File: config.mk
export PLATFORM = sky130hd
export DESIGN_NAME = logic_gate_lab_flat
export DESIGN_NICKNAME = d
export VERILOG_FILES = /design/src/rtl/logic_gate_lab_pkg.sv /design/src/rtl/logic_gate_lab_if.sv /design/src/rtl/switch_debouncer.sv /design/src/rtl/logic_gate_lab.sv /design/src/flat_wrapper.sv
export SDC_FILE = /design/constraint.sdc
export NUM_CORES = 1
export LEC_CHECK = 0
export CORE_ASPECT_RATIO = 0.5
export CORE_MARGIN = 5
export CORE_UTILIZATION = 50
export CTS_CLUSTER_SIZE = 20
export DETAILED_ROUTE_END_ITERATION = 10
export PLACE_DENSITY = 0.67
export SLEW_MARGIN = 10
export SYNTH_ARGS = -nofsm -noshare
export SYNTH_HDL_FRONTEND = slang
export SYNTH_HIERARCHICAL = 1
export SYNTH_SLANG_ARGS = --single-unit
File: constraint.sdc
create_clock -name I_P_CLK -period 1.7 [get_ports I_P_CLK]
set_input_delay 0.34 -clock I_P_CLK [delete_from_list [all_inputs] [get_ports I_P_CLK]]
set_output_delay 0.34 -clock I_P_CLK [all_outputs]
set_load 0.005 [all_outputs]
File: src/rtl/logic_gate_lab_pkg.sv
// Shared mode codes and helpers for the logic gate lab.
package logic_gate_lab_pkg;

    localparam int MODE_W = 3;

    typedef logic [MODE_W-1:0] mode_t;

    localparam mode_t MODE_AND   = 3'd0;
    localparam mode_t MODE_OR    = 3'd1;
    localparam mode_t MODE_NAND  = 3'd2;
    localparam mode_t MODE_NOR   = 3'd3;
    localparam mode_t MODE_XOR   = 3'd4;
    localparam mode_t MODE_XNOR  = 3'd5;
    localparam mode_t MODE_NOT_A = 3'd6;
    localparam mode_t MODE_BUF_A = 3'd7;

    localparam mode_t MODE_RESET = MODE_NAND;

    // Next mode code; 7 wraps naturally to 0 in the 3-bit field.
    function automatic mode_t mode_step(mode_t m);
        return m + mode_t'(1);
    endfunction

endpackage

File: src/rtl/logic_gate_lab_if.sv
// Board-side switch/LED bundle; master is the board (drives switches), slave is the lab core.
interface logic_gate_lab_if
    import logic_gate_lab_pkg::*;
#(
    parameter int WIDTH = 4
);
    logic [WIDTH-1:0]  I_P_A;
    logic [WIDTH-1:0]  I_P_B;
    logic              I_P_BTN_MODE;
    logic [WIDTH-1:0]  O_P_LED_A;
    logic [WIDTH-1:0]  O_P_LED_B;
    logic [WIDTH-1:0]  O_P_LED_GATE;
    logic [MODE_W-1:0] O_P_LED_MODE;

    modport master (
        output I_P_A, I_P_B, I_P_BTN_MODE,
        input  O_P_LED_A, O_P_LED_B, O_P_LED_GATE, O_P_LED_MODE
    );

    modport slave (
        input  I_P_A, I_P_B, I_P_BTN_MODE,
        output O_P_LED_A, O_P_LED_B, O_P_LED_GATE, O_P_LED_MODE
    );
endinterface

File: src/rtl/switch_debouncer.sv
// One-bit 2-FF synchroniser followed by a stable-interval debouncer.
module switch_debouncer #(
    parameter int DEBOUNCE_CYCLES = 1_000_000
) (
    input  logic clk,
    input  logic rst_n,
    input  logic raw,
    output logic db
);
    localparam int CNT_W = $clog2(DEBOUNCE_CYCLES + 1);
    localparam logic [CNT_W-1:0] CNT_LAST = CNT_W'(DEBOUNCE_CYCLES - 1);

    logic             sync1;
    logic             sync2;
    logic [CNT_W-1:0] cnt;

    // Synchronise, then count consecutive cycles of disagreement; any agreement restarts the count.
    always_ff @(posedge clk or negedge rst_n) begin
        if (!rst_n) begin
            sync1 <= 1'b0;
            sync2 <= 1'b0;
            cnt   <= '0;
            db    <= 1'b0;
        end else begin
            sync1 <= raw;
            sync2 <= sync1;
            if (sync2 == db) begin
                cnt <= '0;
            end else if (cnt == CNT_LAST) begin
                db  <= sync2;
                cnt <= '0;
            end else begin
                cnt <= cnt + 1'b1;
            end
        end
    end
endmodule

File: src/rtl/logic_gate_lab.sv
// Top: debounced operands and mode button, mode stepper and registered bitwise function.
module logic_gate_lab
    import logic_gate_lab_pkg::*;
#(
    parameter int WIDTH           = 4,
    parameter int DEBOUNCE_CYCLES = 1_000_000
) (
    input  logic           I_P_CLK,
    input  logic           I_P_RST_N,
    logic_gate_lab_if.slave io
);
    logic [WIDTH-1:0] a_db;
    logic [WIDTH-1:0] b_db;
    logic             btn_db;
    logic             btn_q;
    mode_t            mode;
    logic [WIDTH-1:0] gate;
    logic [WIDTH-1:0] gate_next;

    for (genvar i = 0; i < WIDTH; i++) begin : g_op
        switch_debouncer #(.DEBOUNCE_CYCLES(DEBOUNCE_CYCLES)) u_db_a (
            .clk   (I_P_CLK),
            .rst_n (I_P_RST_N),
            .raw   (io.I_P_A[i]),
            .db    (a_db[i])
        );
        switch_debouncer #(.DEBOUNCE_CYCLES(DEBOUNCE_CYCLES)) u_db_b (
            .clk   (I_P_CLK),
            .rst_n (I_P_RST_N),
            .raw   (io.I_P_B[i]),
            .db    (b_db[i])
        );
    end

    switch_debouncer #(.DEBOUNCE_CYCLES(DEBOUNCE_CYCLES)) u_db_btn (
        .clk   (I_P_CLK),
        .rst_n (I_P_RST_N),
        .raw   (io.I_P_BTN_MODE),
        .db    (btn_db)
    );

    // Mode FSM: one step per rising edge of the debounced button; release and hold do nothing.
    always_ff @(posedge I_P_CLK or negedge I_P_RST_N) begin
        if (!I_P_RST_N) begin
            btn_q <= 1'b0;
            mode  <= MODE_RESET;
        end else begin
            btn_q <= btn_db;
            if (btn_db && !btn_q) begin
                mode <= mode_step(mode);
            end
        end
    end

    // Function mux over the current mode and debounced operands.
    always_comb begin
        gate_next = '0;
        case (mode)
            MODE_AND:   gate_next = a_db & b_db;
            MODE_OR:    gate_next = a_db | b_db;
            MODE_NAND:  gate_next = ~(a_db & b_db);
            MODE_NOR:   gate_next = ~(a_db | b_db);
            MODE_XOR:   gate_next = a_db ^ b_db;
            MODE_XNOR:  gate_next = ~(a_db ^ b_db);
            MODE_NOT_A: gate_next = ~a_db;
            MODE_BUF_A: gate_next = a_db;
            default:    gate_next = '0;
        endcase
    end

    // Result register: mode and operands are sampled together, so no mixed intermediate appears.
    always_ff @(posedge I_P_CLK or negedge I_P_RST_N) begin
        if (!I_P_RST_N) begin
            gate <= '0;
        end else begin
            gate <= gate_next;
        end
    end

    assign io.O_P_LED_A    = a_db;
    assign io.O_P_LED_B    = b_db;
    assign io.O_P_LED_GATE = gate;
    assign io.O_P_LED_MODE = mode;
endmodule
File: src/flat_wrapper.sv
// flat-port wrapper written by rule: the top's interface ports become plain ports
module logic_gate_lab_flat import logic_gate_lab_pkg::*;
#(
    parameter int WIDTH           = 4,
    parameter int DEBOUNCE_CYCLES = 1_000_000
)
  (I_P_CLK, I_P_RST_N, io_I_P_A, io_I_P_B, io_I_P_BTN_MODE, io_O_P_LED_A, io_O_P_LED_B, io_O_P_LED_GATE, io_O_P_LED_MODE);
  logic_gate_lab_if #(.WIDTH(WIDTH)) io_i ();
  input  logic I_P_CLK;
  input  logic I_P_RST_N;
  input wire logic [$bits(io_i.I_P_A)-1:0] io_I_P_A;
  input wire logic [$bits(io_i.I_P_B)-1:0] io_I_P_B;
  input wire logic [$bits(io_i.I_P_BTN_MODE)-1:0] io_I_P_BTN_MODE;
  output wire logic [$bits(io_i.O_P_LED_A)-1:0] io_O_P_LED_A;
  output wire logic [$bits(io_i.O_P_LED_B)-1:0] io_O_P_LED_B;
  output wire logic [$bits(io_i.O_P_LED_GATE)-1:0] io_O_P_LED_GATE;
  output wire logic [$bits(io_i.O_P_LED_MODE)-1:0] io_O_P_LED_MODE;
  assign io_i.I_P_A = io_I_P_A;
  assign io_i.I_P_B = io_I_P_B;
  assign io_i.I_P_BTN_MODE = io_I_P_BTN_MODE;
  assign io_O_P_LED_A = io_i.O_P_LED_A;
  assign io_O_P_LED_B = io_i.O_P_LED_B;
  assign io_O_P_LED_GATE = io_i.O_P_LED_GATE;
  assign io_O_P_LED_MODE = io_i.O_P_LED_MODE;
  logic_gate_lab #(.WIDTH(WIDTH), .DEBOUNCE_CYCLES(DEBOUNCE_CYCLES)) u_core (.I_P_CLK(I_P_CLK), .I_P_RST_N(I_P_RST_N), .io(io_i));
endmodule
# Yosys cells after proc, flatten, opt, wreduce, memory -nomap -nowiden

Index checks and enable logic that the tools add are counted.

Register bits: 215
Input port bits: 11
Output and inout port bits: 15
Logic and storage cells: 121

Add/subtract/negate cells: 10
Equal/unequal tests: 25
Muxes and demuxes: 19
Bitwise logic cells: 16
Reduce and logical (&&, ||, !) cells: 12

Operators with widths:

| kind                    | number |
|---|---|
| $mux W20                | 18 |
| $add A20 B1 Y20 const B | 9 |
| $eq A20 B20 Y1 const B  | 9 |
| $pmux W4 S8             | 1 |
| $reduce_and A2 Y1       | 9 |
| $not A4 Y4              | 4 |
| $eq A3 B3 Y1 const B    | 4 |
| $eq A1 B1 Y1            | 9 |
| $not A1 Y1              | 9 |
| $eq A3 B2 Y1 const B    | 2 |
| $and A4 B4 Y4           | 1 |
| $or A4 B4 Y4            | 1 |
| $xor A4 B4 Y4           | 1 |
| $add A3 B1 Y3 const B   | 1 |
| $eq A3 B1 Y1 const B    | 1 |
| $logic_not A3 Y1        | 1 |
| $logic_and A1 B1 Y1     | 1 |
| $logic_not A1 Y1        | 1 |

# Longest topological paths before layout

Gate-level depths: netlist of run 1.

Depth in word-level cells: 3
Gate-level depth with buffers: 6

# Modules after synthesis

Netlist of run 1, hierarchy kept.

By module, submodules not included:

| module           | times used | cells each | area each (sq um) |
|---|---|---|---|
| switch_debouncer | 9          | 108        | 1114.8 |
| logic_gate_lab   | 1          | 74         | 720.7 |

# Least setup slack after synthesis of run 1

OpenSTA, ideal clock, no wires.

Kind: register -> register
Start point: register u_core.mode[2], in the netlist u_core/io.O_P_LED_MODE[2]
End point: register u_core.gate[1], in the netlist u_core/io.O_P_LED_GATE[1]
Setup time: 0.088 ns
Arrival: 1.835 ns
Required time: 1.612 ns
Path slack: -0.223 ns
Cell stages (with the launch flop): 7
Cells stage by stage: dfrtp_1 > buf_4 > inv_1 > ha_1 > or4_4 > or2_4 > a41oi_1

Word-level cells in the longest chain between the ends: 2
Elaborated cells on any way between the ends: 9
Classes of those cells: eq/ne: 7; mux: 1; reduce/logical: 1

RTL lines:

| what                                       | RTL line             | RTL |
|---|---|---|
| start: declaration                         | logic_gate_lab.sv:16 | `mode_t mode;` |
| start signal: assignment                   | logic_gate_lab.sv:50 | `mode <= mode_step(mode);` |
| $eq A3 B3 Y1, or another cell as far along | logic_gate_lab.sv:58 | `case (mode)` |
| $pmux W4 S8 *                              | logic_gate_lab.sv:58 |  |
| named net u_core.gate_next[1]              | logic_gate_lab.sv:18 | `logic [WIDTH-1:0] gate_next;` |
| end signal: assignment                     | logic_gate_lab.sv:76 | `gate <= gate_next;` |
| end: declaration                           | logic_gate_lab.sv:17 | `logic [WIDTH-1:0] gate;` |

Mark *: on every way through the listed nets, which the timed path passes. The rest lies on a longest branch.
A chain may end at the register's enable or synchronous reset.

# Final worst setup path of run 1

Start point: register u_core.mode[1], in the netlist u_core/io.O_P_LED_MODE[1]
End point: register u_core.gate[3], in the netlist u_core/io.O_P_LED_GATE[3]

Same word-level chain as after synthesis.

==> flow_summary.toml, run 1 <==
[global_routing]
grt_pass1_vias = 8190
grt_use_total_pct = 18.1
overflow = 0
grt_max_degree = 52
grt_pass1_wl_mm = 38.2
antenna_found_initial = 0

[timing]
fmax_mhz = 529
finalHoldViolCount = 0
rsz0062_at_grt = "yes"
relSlewSlack_pct = 72.5
period_share_pct = 111
tightest_slew_ns = 0.413
finalSetupViolCount = 4
period_needed_ns = 1.89
skew_ns = 0.0128
worst_slack_ns = -0.190
final_max_slew_viol_count = 0

[worst_setup_path]
arrival_ns = 2.31
timing.rr.start = "u_core/io.O_P_LED_MODE[1]$_DFFE_PN1P_"
critPathLaunch = "u_core/io.O_P_LED_MODE[1]$_DFFE_PN1P_"
cp-end-kind = "register"
critPathMaxFanout = 4
criticalPathCategory = "reg -> reg"
crit_required_ns = 2.12
cp-start-kind = "register"

[cells_and_area]
area_growth_pct = 27.5
multiInputGateArea_um2 = 5530
num_antenna_cells = 0
fillCellCount = 1612
utilization_pct = 65.8
drive_gt1_share_pct = 27.5
regArea_um2 = 5430
fin_area_um2 = 13700
fin_nets = 1287
top_regs = "u_core/g_op.u_db_a/cnt: 80 flops, u_core/g_op.u_db_b/cnt: 80 flops, u_core/u_db_btn/cnt: 20 flops"

[place]
io_buffers = 25
place_congestion = 0.836
place_hpwl_mm = 15.2
placed_area_um2 = 12500

[clocking]
clock_path_buffers = 3
numCtsBuffers = 20
cts-root-buf = "clkbuf_16"
cts_tree = "yes"
cts_sinks = 215
clkTransAtPathRegs_ns = 0.06
ctsHtreeMaxLevel = 1
worstSkewPairLatency_ns = 0.51

[synth]
ys.flop_type = "dfrtp_1"
syn_avg_cell_area_um2 = 10.3
ys_ff_latch = 215
synthDistinctLibCells = 40
synth-edff-count = 0
yosys_warnings = 6
ys_seq_area_share_pct = 50.0
synth_area_leaders = "dfrtp_1, xnor2_1, nor2_1, xor2_1, ha_1"
synth_fp_nets = 1080
netlist.area_leader.share_pct = 49.8
yosysTopAreaCell = "dfrtp_1"
synth_area_um2 = 10800
async_flop_share_pct = 100
post_synth_inst_count = 1046

[status]
violations = "setup timing"
status = "complete, but fails checks"

[detailed_routing]
antenna_left = 0
routed_wl_mm = 22.5
first_pass_iters = 4
drtIter0Drc = 379
drc = 0
via_per_inst = 5.37
wire_per_inst_um = 14.6
vias = 8261

[floorplan]
die_area_um2 = 24700
initial_core_util_pct = 51.6
io_pins = 26
die_w_um = 217
fp.dieH_um = 114
row_count = 37
core_um2 = 20800

[min_path]
hp-class = "in -> reg"
min_from = "io_I_P_BTN_MODE"

[power_and_ir_drop]
power.leakage_uw = 0.00585
power_density_nw_per_um2 = 741
max-vdd-ir-drop_mv = 0.630

[run]
drv_cap = 0
==> cell families after synthesis <==
| logic type | synth area share, % |
|---|---|
| and+or+nand+nor | 26.8 |
| xor gates and xnor gates | 11.8 |
| adders and majority gates | 2.68 |
| AOI/OAI and AO/OA | 3.33 |
| DFF | 50.0 |
| muxes | 3.20 |
| buffers and inverters | 2.13 |
==> cells in the final DEF (no fill, tap or decap), types with 9 or more instances in the layout <==
master / instances
xnor2_1: 100
nand4_4: 9
and2_1: 11
nor4_1: 20
and4_1: 18
nand4_1: 27
a21oi_1: 17
dlygate4sd2_1: 12
nor4b_2: 10
nor3_1: 47
xor2_1: 45
inv_1: 46
and3_1: 9
ha_1: 12
nor2_1: 165
clkbuf_16: 21
nand4_2: 9
mux2i_1: 22
nand3_1: 53
buf_4: 160
or3_1: 17
nand2_1: 57
dfrtp_2: 40
o21ai_0: 21
mux2_2: 11
clkdlybuf4s50_1: 9
dfrtp_1: 174
nor4_2: 17
==> final cells by class <==
class	instances	area share, %
Clock buffer	30	4.37
Inverter	47	1.31
Sequential cell	215	39.6
Tap cell	273	2.49
Timing Repair Buffer	195	11.6
Multi-Input combinational cell	774	40.3
Clock inverter	3	0.292
==> metal layers <==
layer	global-route usage, %	vias to the layer above	wire (um)
met5	0	-	0
met4	4.29	0	429
met2	30.6	83	10900
met1	24.4	4059	10500
met3	3.42	28	690
li1	-	4091	-
==> final timing paths <==
kind                       slack, ns  depth (start not counted)                                endpoint
min in group asynchronous       0.34                          2  u_core/g_op[1].u_db_b/cnt[0]$_DFF_PN0_
max reg2reg                    -0.19                          6     u_core/io.O_P_LED_GATE[3]$_DFF_PN0_
max in group asynchronous       0.68                          3  u_core/g_op[0].u_db_a/cnt[6]$_DFF_PN0_
min reg2reg                     0.35                          0         u_core/u_db_btn/sync2$_DFF_PN0_
max                            -0.19                          6     u_core/io.O_P_LED_GATE[3]$_DFF_PN0_
min                             0.27                          1         u_core/u_db_btn/sync1$_DFF_PN0_
==> synthesized netlist by cell type, drive strengths merged, types with 2 or more instances <==
cell    number
a21oi       18
a221oi       3
a222oi       2
a31oi        2
a41oi        2
and2        12
and2b        2
and3         9
and4        18
buf         10
dfrtp      214
ha          23
inv         47
mux2        11
mux2i       22
nand2       57
nand3       54
nand4       45
nor2       172
nor3        49
nor3b        3
nor4        45
nor4b       18
o21ai       30
or3         18
or4         10
xnor2      100
xor2        45
==> power breakdown <==
group	internal, uW	switching, uW	total (uW)
Combinational	166	244	410
Clock	2580	1910	4490
Sequential	5190	66.4	5250
==> per-stage QoR <==
| stage | instances | setup slack [ns] | hold WS [ns] | total power, uW | TNS, ns |
|---|---|---|---|---|---|
| final | 1537 | -0.190 | 0.272 | 10200 | -0.699 |
| after floorplan | 1046 | -0.113 | 0.0444 | 5490 | -0.451 |
| after CTS | 1517 | -0.165 | 0.249 | 10300 | -0.849 |
| after detailed placement | 1475 | -0.143 | 0.281 | 5750 | -0.587 |
| after global routing | 1537 | -0.230 | 0.259 | 10600 | -1.12 |
| after global placement | 1475 | -0.102 | 0.277 | 5730 | -0.366 |
==> worst max-delay path: stages (launching register included) <==
cell and delay [ns]:
dfstp_2 0.37, buf_6 0.12, ha_4 0.17, ha_4 0.16, or4_4 0.56, or2_4 0.28, a41oi_2 0.15
==> what timing repair did <==
item,4_1_cts,5_1_grt
pin swaps,4,29
hold buffers,1,0
buffers inserted,8,20
endpoints found under the hold margin,43,0
endpoints found under the setup margin,26,106
resized for setup,33,90
Note: power is estimated with default switching activity, not from simulation.
==> run 2, diff against run 1 <==
--- a/config.mk
+++ b/config.mk
@@ -5,9 +5,10 @@
 export SDC_FILE = /design/constraint.sdc
 export NUM_CORES = 1
 export LEC_CHECK = 0
-export CORE_ASPECT_RATIO = 0.5
+export CORE_ASPECT_RATIO = 0.6
 export CORE_MARGIN = 5
 export CORE_UTILIZATION = 50
+export CTS_CLUSTER_DIAMETER = 60
 export CTS_CLUSTER_SIZE = 20
 export DETAILED_ROUTE_END_ITERATION = 10
 export PLACE_DENSITY = 0.67
==> run 2 against run 1 <==
The flow still finishes with violations (setup timing). Clock skew is 0.0079 ns higher. Highest routed layer unchanged. Sequential share of layout area shrank 1.0 points. Non-clock buffer count increased by 43. Critical endpoint is now u_core/io.O_P_LED_GATE[2]$_DFF_PN0_. Cell count is 2.6% higher. Clock power shrank 19%. Design area increased by 2.5%. Total power fell by 7.8%. Global-route usage increased by 1.5 points. Die area decreased by 0.33%.
==> flow_summary.toml, run 2 (synthesis gave the netlist of run 1 again) <==
[detailed_routing]
drc = 0
wl_met3_um = 750
via_per_inst = 5.39
drt-met1-wl_mm = 12.6
wire_per_inst_um = 15.3
vias = 8502
top_layer = "met4"
first_pass_iters = 7
drtIter0Drc = 614
routed_wl_mm = 24.1
antenna_left = 0
met2_wirelength_mm = 10.4

[worst_setup_path]
cp-end-kind = "register"
arrival_ns = 2.20
critPathTopFamily = "simple AND/OR/NAND/NOR gates"
critPathMaxFanout = 4
cpPeakStageDelay_ns = 0.54
path_buf_inv = 0
critPathLaunch = "u_core/io.O_P_LED_MODE[0]$_DFFE_PN0P_"
crit_chain = "ha_4 -> ha_4 -> or4_4 -> or2_4 -> a31oi_1"
cp-start-kind = "register"
timing.rr.start = "u_core/io.O_P_LED_MODE[0]$_DFFE_PN0P_"
reg2reg_to = "u_core/io.O_P_LED_GATE[2]$_DFF_PN0_"
critical-path-slowest-cell = "or4_4"
r2r_cells = 5
criticalPathCategory = "reg -> reg"
crit_required_ns = 2.10
rrSetupSlack_ns = -0.11
cpMostUsedCell = "ha_4"

[clocking]
clock_path_buffers = 3
cts_sinks = 215
worstSkewPairLatency_ns = 0.48
ctsHtreeMaxLevel = 1
clkTransAtPathRegs_ns = 0.08
cts-root-buf = "clkbuf_16"
numCtsBuffers = 15
cts_tree = "yes"

[timing]
period_needed_ns = 1.81
finalSetupViolCount = 41
relSlewSlack_pct = 66.0
period_share_pct = 106
rsz0062_at_grt = "yes"
hold_ws_ns = 0.297
tightest_slew_ns = 0.510
final_max_slew_viol_count = 0
setup_tns_ns = -1.78
worst_slack_ns = -0.110
skew_ns = 0.0207
fmax_mhz = 553
finalHoldViolCount = 0

[cells_and_area]
num_antenna_cells = 0
top_regs = "u_core/g_op.u_db_a/cnt: 80 flops, u_core/g_op.u_db_b/cnt: 80 flops, u_core/u_db_btn/cnt: 20 flops"
final_common_cell = "buf_4"
fin_nets = 1325
utilization_pct = 66.6
final_cell_mix = "buf_4, dfrtp_1, nor2_1"
fin_cells = 1577
drive_gt1_share_pct = 30.4
fin_area_um2 = 14100
area_growth_pct = 30.7

[status]
violations = "setup timing"
status = "complete, but fails checks"

[place]
place_hpwl_mm = 16.8
placed_area_um2 = 12800
io_buffers = 25
place_congestion = 0.820
dp.cells = 1516

[global_routing]
grt_use_total_pct = 19.5
grt_max_degree = 57
grt_pass1_vias = 8041
overflow = 0
antenna_found_initial = 0
grt_pass1_wl_mm = 40.1

[power_and_ir_drop]
power_density_nw_per_um2 = 666
intPower_uw = 7240
power.leakage_uw = 0.00605
comb_power_share_pct = 5.2
p_switching_uw = 2120
netSwitchingFraction_pct = 22.7
seqPwrFrac_pct = 56.0
pwr-share-clk_pct = 38.7
max-vdd-ir-drop_mv = 0.537

[run]
drv_cap = 0

[floorplan]
row_count = 41
die_w_um = 199
core_um2 = 21100
io_pins = 26
die_area_um2 = 24600
initial_core_util_pct = 51.0
fp.dieH_um = 124

[min_path]
hold_end = "u_core/u_db_btn/sync1$_DFF_PN0_"
min_from = "io_I_P_BTN_MODE"
whs_path_depth = 1
hp-class = "in -> reg"
run 2: power by group through the flow:
stage	registers [uW]	logic [uW]	clock network [uW]
global placement	5340	445	0
global route	5260	556	3990
CTS	5240	469	3750
detailed placement	5340	452	0
finish	5240	490	3620
floorplan	5340	149	0
run 2: metrics by stage:
| stage | total power (uW) | setup slack [ns] |
|---|---|---|
| after CTS | 9460 | -0.110 |
| final | 9360 | -0.110 |
| after floorplan | 5490 | -0.113 |
| after global routing | 9800 | -0.169 |
| after global placement | 5780 | -0.0990 |
| after detailed placement | 5790 | -0.130 |
run 2: layout make-up:
cell class                      instances  area, um2
Inverter                               47        179
Clock inverter                          5       57.6
Multi-Input combinational cell        774       5660
Timing Repair Buffer                  238       1990
Clock buffer                           19        400
Sequential cell                       215       5420
Tap cell                              279        349
Fill cell                            1588       7030
run 2: routing by layer:
layer / GRT usage (%) / vias up
met4: 2.63 / 0
met2: 28.8 / 122
met1: 31.5 / 4194
li1: - / 4162
met5: 0 / -
met3: 2.87 / 24
run 2: worst reg2reg max path, stage by stage, from the launching register on:
cell     delay (ns)
dfrtp_2        0.44
ha_4           0.19
ha_4           0.15
or4_4          0.55
or2_4          0.27
a31oi_1        0.14
run 2: worst max path at each step:
| stage | end | slack [ns] | cells past startpoint |
|---|---|---|---|
| floorplan | u_core/io.O_P_LED_GATE[2]$_DFF_PN0_ | -0.11 | 6 |
| global placement | u_core/io.O_P_LED_GATE[0]$_DFF_PN0_ | -0.1 | 5 |
| detailed placement | u_core/io.O_P_LED_GATE[2]$_DFF_PN0_ | -0.13 | 5 |
| CTS | u_core/io.O_P_LED_GATE[2]$_DFF_PN0_ | -0.11 | 5 |
| global route | u_core/io.O_P_LED_GATE[2]$_DFF_PN0_ | -0.17 | 6 |
| finish | u_core/io.O_P_LED_GATE[2]$_DFF_PN0_ | -0.11 | 5 |
run 2: repair_timing:
| action | CTS | global route |
|---|---|---|
| gates cloned | 1 | 3 |
| buffers inserted | 13 | 21 |
| endpoints found under the setup margin | 63 | 129 |
| pin swaps | 7 | 40 |
| hold buffers | 1 | 0 |
| gates resized for setup | 39 | 117 |
| endpoints found under the hold margin | 45 | 0 |
